==> src/rtl/adder_pkg.sv <==
// Shared constants for the 27-operand signed adder tree.
// Latency tracks the optional input register stage (macro ADDER27_INPUT_REG_EN).
package adder_pkg;

  localparam int BITSIZE_DEF    = 14;
  localparam int NUM_INPUTS_DEF = 27;
  localparam int ADDER_STAGES   = 5;

`ifdef ADDER27_INPUT_REG_EN
  localparam int ADDER_LATENCY = ADDER_STAGES + 1;
`else
  localparam int ADDER_LATENCY = ADDER_STAGES;
`endif

  // Term count entering each stage; the last entry is the single final sum.
  localparam int STAGE_TERMS [ADDER_STAGES+1] = '{27, 14, 7, 4, 2, 1};

  function automatic int out_width(input int bits);
    return bits + 7;
  endfunction

endpackage

==> src/rtl/adder_tree_stage.sv <==
// One registered reduction level: adds adjacent term pairs into width+1 results,
// passing an odd leftover term through sign-extended.
module adder_tree_stage #(
  parameter int N_IN = 27,
  parameter int W_IN = 14,
  localparam int N_OUT = (N_IN + 1) / 2,
  localparam int W_OUT = W_IN + 1
) (
  input  logic                   clk,
  input  logic                   rst,
  input  logic [N_IN*W_IN-1:0]   terms_in,
  output logic [N_OUT*W_OUT-1:0] sums_out
);

  logic signed [W_IN-1:0]  term  [N_IN];
  logic signed [W_OUT-1:0] sum_d [N_OUT];
  logic signed [W_OUT-1:0] sum_q [N_OUT];

  for (genvar k = 0; k < N_IN; k++) begin : g_unpack
    assign term[k] = terms_in[k*W_IN +: W_IN];
  end

  always_comb begin
    for (int i = 0; i < N_OUT; i++) sum_d[i] = '0;
    for (int i = 0; i < N_IN / 2; i++) begin
      sum_d[i] = W_OUT'(term[2*i]) + W_OUT'(term[2*i+1]);
    end
    if (N_IN % 2 == 1) sum_d[N_OUT-1] = W_OUT'(term[N_IN-1]);
  end

  always_ff @(posedge clk or negedge rst) begin
    if (!rst) begin
      for (int i = 0; i < N_OUT; i++) sum_q[i] <= '0;
    end else begin
      for (int i = 0; i < N_OUT; i++) sum_q[i] <= sum_d[i];
    end
  end

  for (genvar i = 0; i < N_OUT; i++) begin : g_pack
    assign sums_out[i*W_OUT +: W_OUT] = sum_q[i];
  end

endmodule

==> src/rtl/adder_27.sv <==
// Five-stage pipelined signed adder tree reducing 27 operands to one sum, with a
// matching valid shift register. ADDER27_INPUT_REG_EN adds an input register stage.
module adder_27
  import adder_pkg::*;
#(
  parameter int bitsize    = BITSIZE_DEF,
  parameter int NUM_INPUTS = NUM_INPUTS_DEF
) (
  input  logic                          clk,
  input  logic                          rst,
  input  logic [NUM_INPUTS*bitsize-1:0] input_numbers,
  input  logic                          start_adder,
  output logic [bitsize+6:0]            sum_output,
  output logic                          data_valid
);

  localparam int OUT_W = out_width(bitsize);
  localparam int W1 = bitsize + 1;
  localparam int W2 = bitsize + 2;
  localparam int W3 = bitsize + 3;
  localparam int W4 = bitsize + 4;
  localparam int W5 = bitsize + ADDER_STAGES;

  if (NUM_INPUTS != STAGE_TERMS[0]) begin : g_bad_cfg
    $error("adder_27: tree is built for exactly 27 operands");
  end

  logic [NUM_INPUTS*bitsize-1:0] tree_in;

`ifdef ADDER27_INPUT_REG_EN
  logic [NUM_INPUTS*bitsize-1:0] in_d, in_q;

  always_comb in_d = input_numbers;

  always_ff @(posedge clk or negedge rst) begin
    if (!rst) in_q <= '0;
    else      in_q <= in_d;
  end

  assign tree_in = in_q;
`else
  assign tree_in = input_numbers;
`endif

  logic [STAGE_TERMS[1]*W1-1:0] s1;
  logic [STAGE_TERMS[2]*W2-1:0] s2;
  logic [STAGE_TERMS[3]*W3-1:0] s3;
  logic [STAGE_TERMS[4]*W4-1:0] s4;
  logic [STAGE_TERMS[5]*W5-1:0] s5;

  adder_tree_stage #(.N_IN(NUM_INPUTS), .W_IN(bitsize)) u_stage1 (
    .clk(clk), .rst(rst), .terms_in(tree_in), .sums_out(s1)
  );
  adder_tree_stage #(.N_IN(STAGE_TERMS[1]), .W_IN(W1)) u_stage2 (
    .clk(clk), .rst(rst), .terms_in(s1), .sums_out(s2)
  );
  adder_tree_stage #(.N_IN(STAGE_TERMS[2]), .W_IN(W2)) u_stage3 (
    .clk(clk), .rst(rst), .terms_in(s2), .sums_out(s3)
  );
  adder_tree_stage #(.N_IN(STAGE_TERMS[3]), .W_IN(W3)) u_stage4 (
    .clk(clk), .rst(rst), .terms_in(s3), .sums_out(s4)
  );
  adder_tree_stage #(.N_IN(STAGE_TERMS[4]), .W_IN(W4)) u_stage5 (
    .clk(clk), .rst(rst), .terms_in(s4), .sums_out(s5)
  );

  // The stage-5 register is the output register; only sign extension remains.
  assign sum_output = {{(OUT_W-W5){s5[W5-1]}}, s5};

  logic [ADDER_LATENCY-1:0] vld_sr_d, vld_sr_q;

  always_comb vld_sr_d = {vld_sr_q[ADDER_LATENCY-2:0], start_adder};

  always_ff @(posedge clk or negedge rst) begin
    if (!rst) vld_sr_q <= '0;
    else      vld_sr_q <= vld_sr_d;
  end

  assign data_valid = vld_sr_q[ADDER_LATENCY-1];

endmodule

==> config.mk <==
export PLATFORM = sky130hd
export DESIGN_NAME = adder_27
export DESIGN_NICKNAME = d
export VERILOG_FILES = /design/src/rtl/adder_pkg.sv /design/src/rtl/adder_tree_stage.sv /design/src/rtl/adder_27.sv
export SDC_FILE = /design/constraint.sdc
export NUM_CORES = 1
export LEC_CHECK = 0
export BUFFER_PORTS_ARGS = -buffer_cell sky130_fd_sc_hd__clkbuf_2
export CORE_UTILIZATION = 59
export CTS_CLUSTER_SIZE = 8
export DETAILED_ROUTE_END_ITERATION = 10
export HOLD_SLACK_MARGIN = 0.08
export PLACE_DENSITY = 0.83
export REMOVE_ABC_BUFFERS = 1
export SETUP_SLACK_MARGIN = 0.1
export SLEW_MARGIN = 30
export SYNTH_ARGS = -nofsm -noshare
export SYNTH_HDL_FRONTEND = slang
export SYNTH_SLANG_ARGS = --single-unit
==> constraint.sdc <==
create_clock -name clk -period 2.9 [get_ports clk]
set_input_delay 0.58 -clock clk [delete_from_list [all_inputs] [get_ports clk]]
set_output_delay 0.58 -clock clk [all_outputs]
set_load 0.05 [all_outputs]
-- Yosys cells after proc, flatten, opt, wreduce, memory -nomap -nowiden
Index checks and enable logic that the tools add are counted.
- register bits: 448
- latch bits: 0
- RAM bits: 0
- bits in read-only memories: 0
- input port bits: 381
- output and inout port bits: 22
- word-level logic and storage cells: 55
- memories kept: 0
- add/subtract/negate cells: 26
- multipliers: 0
- divide/modulo/power cells: 0
- $lt $le $gt $ge: 0
- equal/unequal tests: 0
- shifts and indexed selects: 0
- multiplexer cells: 0
- bitwise gates (word level): 0
- reductions and logical operators: 0
- operators with widths (operator ; number):
    $add 14x14->15 ; 13
    $add 15x15->16 ; 6
    $add 16x16->17 ; 3
    $add 18x18->19 ; 1
    $add 17x16->18 ; 1
    $add 17x17->18 ; 1
    $add 15x14->16 ; 1

-- Depth between registers and ports, before layout
Gate-level depths: netlist of the first run.
- word-level depth: 1
- mapped depth: 10
- depth with buffers taken out: 10

-- Modules after synthesis
From an unflattened synthesis of the first run, not the netlist that was laid out.
- cell total of the unflattened synthesis: 2695
- area total of the unflattened synthesis: 28153.3 um^2
- by module, submodules not included (module ; times used ; cells each ; area each (um^2) ; sequential area each (um^2)):
    adder_tree_stage at u_stage1 ; 1 ; 1208 ; 12917.4 ; 5230.0
    adder_tree_stage at u_stage2 ; 1 ; 714 ; 7302.0 ; 2802.7
    adder_tree_stage at u_stage3 ; 1 ; 354 ; 3823.7 ; 1676.6
    adder_tree_stage at u_stage4 ; 1 ; 270 ; 2563.7 ; 900.9
    adder_tree_stage at u_stage5 ; 1 ; 142 ; 1406.3 ; 475.5
    adder_27 ; 1 ; 7 ; 140.1 ; 125.1

-- Worst setup path before layout of the first run
No wires, ideal clock.
- kind: in2reg
- from: in input_numbers[168]
- to: reg u_stage1.sum_q, in the netlist u_stage1.sums_out[100]
- library setup time: 0.080 ns
- arrival: 2.518 ns
- data required time: 2.820 ns
- slack: 0.302 ns
- stages: 9
- buffers on the path: 0
- cells stage by stage: ha_1 fa_1 a21o_1 a21oi_1 o21bai_1 a2111o_1 a31o_1 a21oi_1 xnor2_1
- RTL lines (element ; RTL line ; text):
    start, declared ; adder_27.sv:11 ; input logic [NUM_INPUTS*bitsize-1:0] input_numbers,
    end, declared ; adder_tree_stage.sv:17 ; logic signed [W_OUT-1:0] sum_q [N_OUT];

==> qor.csv, run 1 <==
metric,value,unit
number of setup buffers added after CTS,0,
Initial Util,0.5974,
Max Freq,372.7,MHz
Fin Setup TNS,0,ps
number of synthesized flops with an enable pin,0,
vias in the first global route,22468,
core region area,46560,um^2
root buffer cell,clkbuf_16,
reg2reg path depth,9,
largest stage delay on the critical path,430,ps
crit path time final,2683,ps
GPL Wtd Cong,0.9119,
critical path peak fanout,3,
startpoint class of the critical path,flip-flop,
HP Class,in2reg,
status,"finished, final reports clean",
Iteration-0 DRC Markers,1248,
routed vias/inst,5.809,
DR vias,21877,
Die Ht,219.1,um
Std-Cell Rows,79,
worst hold path cell count,1,
first-pass GRT wire length,105.9,mm
crit path capture type,flip-flop,
RSZ-0062 raised after global routing,true,
Finish-stage setup viols,0,
Antenna diodes,0,
overall routing resource usage,0.2732,
DRT antenna net count,0,
max-slew violations,0,
Slew @ Worst Pin,599.7,ps
CP top delay family,compound AO/OA/AOI/OAI gates,
clk sinks,448,
Buf/Inv on CP,0,
Synth Area in Compound Gates,0.1944,
synth unique cells,73,
worst setup margin,216.9,ps
Clock Pin Slew Worst Setup and Hold Paths,50,ps
simple-gate share of the synthesized area,0.09632,
Levels on crit path,9,
area added between synthesis and finish,17.36,%
Post-Synth XOR/XNOR Area,0.09290,
"Data arrival, critical path",3180,ps
synth warn,0,
Worst-Skew Late Latency,590,ps
largest family of logic cells by synthesized area,compound AO/OA/AOI/OAI gates,
dpl cell area,30720,um^2
Post-Syn Area per Cell,10.41,um^2
GR Overflow Total,0,
CTS max path bufs,3,
# DRC,0,
slew margin rel.,0.5899,
#FFs+latches synth,448,
CTS Buf Count,66,
die width,219.1,um
LEAKAGE,15.74,nW
drt pass-1 iters,5,
critical setup path kind,reg2reg,
CTS H-tree lvls,3,
final wirelength,64.13,mm
adder-cell share of the synthesized area,0.1928,
Crit path required time,3400,ps
mux share of post-synthesis cell area,0.001800,
die area,48010,um^2
I/O pins,403,
layout net count,3945,
Max VDD drop,1.022,mV
share of layout cells above drive strength 1,0.1662,
"Slowest-stage cell, CP",fa_1,
PortBufs,402,
"Seq/Total Area, Yosys",0.4031,
CP cell instances,"ha_1, fa_1, a21oi_2, o22ai_1, o41a_1, a41oi_2, a21oi_1, a221oi_2, xnor2_1",
final instance area,32640,um^2
fill cell total of the finished layout,3361,
dpl hpwl,50.62,mm
power density over cell area,1052,nW/um^2
final hold viol count,0,
Post-synth ARST share,1.000,
"commonest non-fill, non-tap cell in the layout",dfrtp_1,
most frequent cells in the layout,"dfrtp_1, clkbuf_2, ha_1",
initial antenna violation count,0,
Avg WL per Cell,17.03,um
"Top FF cell, synth",dfrtp_1,
CTS tree,done,
max_cap viols,0,
area of the mapped netlist,27810,um^2
Clock Skews,28.36,ps
worst slack at placement,35.22,ps
largest net degree at the start of global routing,76,
Tcrit/Tclk final,0.9252,
Mapped Cells,2672,
==> through the flow <==
stage,hold slack (ps),utilization,cells,total power (W)
6_report,110.1,0.7011,3766,0.03435
3_5_place_dp,334.7,0.6599,3685,0.02720
3_3_place_gp,336.1,0.6599,3685,0.02667
5_1_grt,95.65,0.7011,3766,0.03696
4_1_cts,82.19,0.7003,3766,0.03435
2_1_floorplan,284.4,-,2663,0.02276
==> final timing paths <==
kind | start | end | slack (ps)
max in group asynchronous | rst | u_stage2.sums_out[99] | 1400
min in group asynchronous | rst | u_stage1.sums_out[71] | 580
max | u_stage3.sums_out[34] | u_stage4.sums_out[34] | 220
min | input_numbers[374] | u_stage1.sums_out[205] | 110
min reg2reg | vld_sr_q[2] | vld_sr_q[3] | 340
max reg2reg | u_stage3.sums_out[34] | u_stage4.sums_out[34] | 220
==> power breakdown <==
group	internal (W)	switching (W)
Sequential	0.00869	0.00101
Clock	0.00427	0.00258
Combinational	0.00752	0.0103
==> what timing repair did <==
action                                  4_1_cts  5_1_grt
hold buffers                                  5        0
endpoints found under the hold margin        68        0
endpoints found under the setup margin        1        8
cloned                                        0        0
gates resized for setup                       1        8
==> sequential cells by signal, summed over array words and instances (netlist names) <==
name,cells
u_stage1.sums_out,209
u_stage2.sums_out,112
u_stage3.sums_out,67
u_stage4.sums_out,36
u_stage5.sums_out,19
vld_sr_q,5
==> layout make-up <==
type                       count  area (um^2)  share of cell area
clock inverter                 6        96.34            0.002952
tap                          607        759.5             0.02327
sequential                   448        11210              0.3435
clock buffer                  70         1729             0.05298
inverter                     127        476.7             0.01460
multi-input combinational   2088        16120              0.4940
timing repair buffer         420         2245             0.06877
==> cell families (layout without fill, tap and decap cells) <==
family | count (synthesis) | in the layout
simple gates | 547 | 547
xor+xnor | 295 | 295
mux | 5 | 5
compound gates | 828 | 828
fa+ha+maj | 413 | 413
buf+inv | 136 | 623
flops | 448 | 448
==> synthesized netlist by cell type, drive strengths merged, types with 18 or more instances <==
| master | number | area, um^2 |
|---|---|---|
| dfrtp | 448 | 11210 |
| ha | 387 | 4842 |
| a21oi | 260 | 1320 |
| xnor2 | 213 | 1866 |
| nor2 | 177 | 664.4 |
| o21ai | 145 | 729.5 |
| inv | 126 | 473.0 |
| a21o | 100 | 750.7 |
| xor2 | 82 | 718.2 |
| nand2 | 80 | 300.3 |
| nor3 | 67 | 335.3 |
| nor2b | 56 | 350.3 |
| nand3 | 44 | 220.2 |
| o21bai | 38 | 285.3 |
| o21a | 33 | 247.7 |
| nand2b | 32 | 200.2 |
| a211oi | 31 | 232.7 |
| a31oi | 27 | 168.9 |
| fa | 26 | 520.5 |
| o211ai | 24 | 180.2 |
| and3 | 20 | 125.1 |
| o31ai | 20 | 160.2 |
| a31o | 18 | 157.6 |
| o31a | 18 | 157.7 |
==> layer usage <==
metal  track usage  wire (um)
met1        0.3376      27650
met4       0.09722       1795
met3       0.03839       2669
met5             0          0
met2        0.4857      32010
No activity file was read; power rests on OpenSTA's default activity.
==> run 2: changes to the inputs <==
--- a/config.mk
+++ b/config.mk
@@ -6,11 +6,13 @@
 export NUM_CORES = 1
 export LEC_CHECK = 0
 export BUFFER_PORTS_ARGS = -buffer_cell sky130_fd_sc_hd__clkbuf_2
-export CORE_UTILIZATION = 59
+export CORE_MARGIN = 2
+export CORE_UTILIZATION = 60
+export CTS_BUF_LIST = sky130_fd_sc_hd__clkbuf_8
 export CTS_CLUSTER_SIZE = 8
 export DETAILED_ROUTE_END_ITERATION = 10
 export HOLD_SLACK_MARGIN = 0.08
-export PLACE_DENSITY = 0.83
+export PLACE_DENSITY = 0.84
 export REMOVE_ABC_BUFFERS = 1
 export SETUP_SLACK_MARGIN = 0.1
 export SLEW_MARGIN = 30
==> run 2 against run 1 <==
Compared with the run above:
- flip-flop and latch count stayed put
- die area is 0.16% higher
- sequential power hardly changed
- total power is 4.9% lower
- count of clock-buffer cells in the layout is 22 higher
- cell area is 0.99% lower
- wire length is 0.95% higher
- critical path type unchanged
==> qor.csv, run 2 (synthesized netlist as in run 1, its figures left out) <==
metric,value,unit,change
status,"finished, final reports clean",,
PortBufs,402,,unchanged
GPL Wtd Cong,0.9208,,+0.98%
routed vias/inst,5.748,,-1.0%
Worst-Skew Late Latency,650,ps,+60 ps
power density over cell area,1010,nW/um^2,-4.0%
root buffer cell,clkbuf_8,,
largest net degree at the start of global routing,85,,+12%
dpl cell area,30690,um^2,-0.12%
layout net count,3964,,+0.48%
Die Ht,219.3,um,about the same
overall routing resource usage,0.2718,,-0.001457
slew margin rel.,0.5540,,-0.03586
Reg2Reg Setup Slack,180,ps,-40 ps
Largest register FFs,209,,unchanged
R2R Path End,u_stage2.sums_out[110],,
Max Freq,367.4,MHz,-1.4%
number of setup buffers added after CTS,0,,unchanged
HP Class,in2reg,,
final instance area,32320,um^2,-0.99%
Clock Skews,30.02,ps,+1.661 ps
reg2reg start,u_stage1.sums_out[180],,
CTS H-tree lvls,3,,unchanged
critical path peak fanout,3,,unchanged
Finish-stage setup viols,0,,unchanged
die width,219.3,um,about the same
CTS Buf Count,76,,+15%
RSZ-0062 raised after global routing,false,,
vias in the first global route,22538,,+0.31%
first-pass GRT wire length,106.0,mm,+0.15%
Initial Util,0.6102,,+0.01284
I/O pins,403,,unchanged
area added between synthesis and finish,16.20,%,
worst setup margin,178.0,ps,-38.94 ps
max_cap viols,0,,unchanged
LEAKAGE,15.70,nW,-0.31%
DRT antenna net count,0,,unchanged
worst slack at placement,15.30,ps,-19.92 ps
max-slew violations,0,,unchanged
Std-Cell Rows,78,,-1.3%
DR vias,21976,,+0.45%
"Data arrival, critical path",3270,ps,+90 ps
Max VDD drop,0.8809,mV,-14%
Tcrit/Tclk final,0.9386,,+0.01343
reg2reg path depth,9,,unchanged
most frequent cells in the layout,"dfrtp_1, clkbuf_2, ha_1",,
CP endpoint,u_stage2.sums_out[110],,
dpl hpwl,51.53,mm,+1.8%
Crit path required time,3450,ps,+50 ps
CTS tree,done,,
drt pass-1 iters,5,,unchanged
die area,48090,um^2,+0.16%
final wirelength,64.73,mm,+0.95%
GR Overflow Total,0,,unchanged
# DRC,0,,unchanged
"commonest non-fill, non-tap cell in the layout",dfrtp_1,,
final core occ,0.7091,,+0.007987
crit path capture type,flip-flop,,
CTS max path bufs,3,,unchanged
startpoint class of the critical path,flip-flop,,
final hold viol count,0,,unchanged
Slew @ Worst Pin,652.1,ps,+52.44 ps
Fin Setup TNS,0,ps,unchanged
clk sinks,448,,unchanged
Critical path origin,u_stage1.sums_out[180],,
share of layout cells above drive strength 1,0.1708,,+0.004616
Iteration-0 DRC Markers,1224,,-1.9%
initial antenna violation count,2,,+2
critical setup path kind,reg2reg,,
crit path time final,2722,ps,+38.94 ps
core region area,45580,um^2,-2.1%
Clock Pin Slew Worst Setup and Hold Paths,60,ps,about the same
Avg WL per Cell,16.93,um,-0.56%
hold_ws,172.7,ps,+62.57 ps
run 2: changes by cell type in the layout (fill, tap and decap cells not counted), moves of 2 or more:
cell           delta
clkinv_8          -3
diode_2           +3
a211oi_1          +2
clkbuf_8         +90
clkinvlp_4        +4
dlygate4sd3_1    +11
inv_1            +22
clkbuf_16        -68
a211oi_2          -2
clkinv_2          +8
run 2: worst min-delay path by stage:
stage | from | to | slack (ps) | cells past startpoint
2_1_floorplan | rst | u_stage1.sums_out[0] | 280 | 0
3_3_place_gp | u_stage2.sums_out[99] | u_stage3.sums_out[54] | 340 | 0
3_5_place_dp | u_stage2.sums_out[101] | u_stage3.sums_out[56] | 330 | 0
4_1_cts | input_numbers[182] | u_stage1.sums_out[90] | 120 | 2
5_1_grt | input_numbers[210] | u_stage1.sums_out[105] | 140 | 2
6_report | input_numbers[210] | u_stage1.sums_out[105] | 170 | 2
run 2: timing repair:
item / CTS / global route
endpoints found under the setup margin: 1 / 6
resized for setup: 1 / 5
endpoints found under the hold margin: 73 / 0
hold buffers: 16 / 0
run 2: report_power, final:
part	internal, W	leakage, nW	switching, W
sequential	0.00867	5.23	0.000994
clock	0.00286	0.820	0.00248
combinational	0.00751	9.64	0.0101
total	0.0190	15.7	0.0136
run 2: metal layers:
metal  GRT usage  part of all wire  vias up
li1            -                 -    10767
met1      0.3435              0.44    10502
met2      0.4814              0.50      563
met3     0.03437             0.035      144
met4     0.09099             0.029        0
met5           0                 0        -
run 2: worst max-delay path, cell delays in order (launching register included):
cell and delay (ps):
dfrtp_1 360, ha_1 220, fa_1 430, a2111oi_1 470, o31a_1 280, a31oi_1 150
a31o_1 280, a21o_1 190, a21oi_2 140, xnor2_1 120
run 2: area by class of cell:
class,instances,area [um^2]
Antenna cell,3,7.507
Clock buffer,92,1266
Clock inverter,36,170.2
Fill cell,3277,13260
Inverter,127,476.7
Multi-Input combinational cell,2088,16110
Sequential cell,448,11210
Tap cell,600,750.7
Timing Repair Buffer,429,2327
run 2: stage by stage:
stage	instances	power, W
floorplan	2663	0.02276
global placement	3676	0.02654
detailed placement	3676	0.02707
CTS	3820	0.03266
global route	3822	0.03521
finish	3823	0.03265
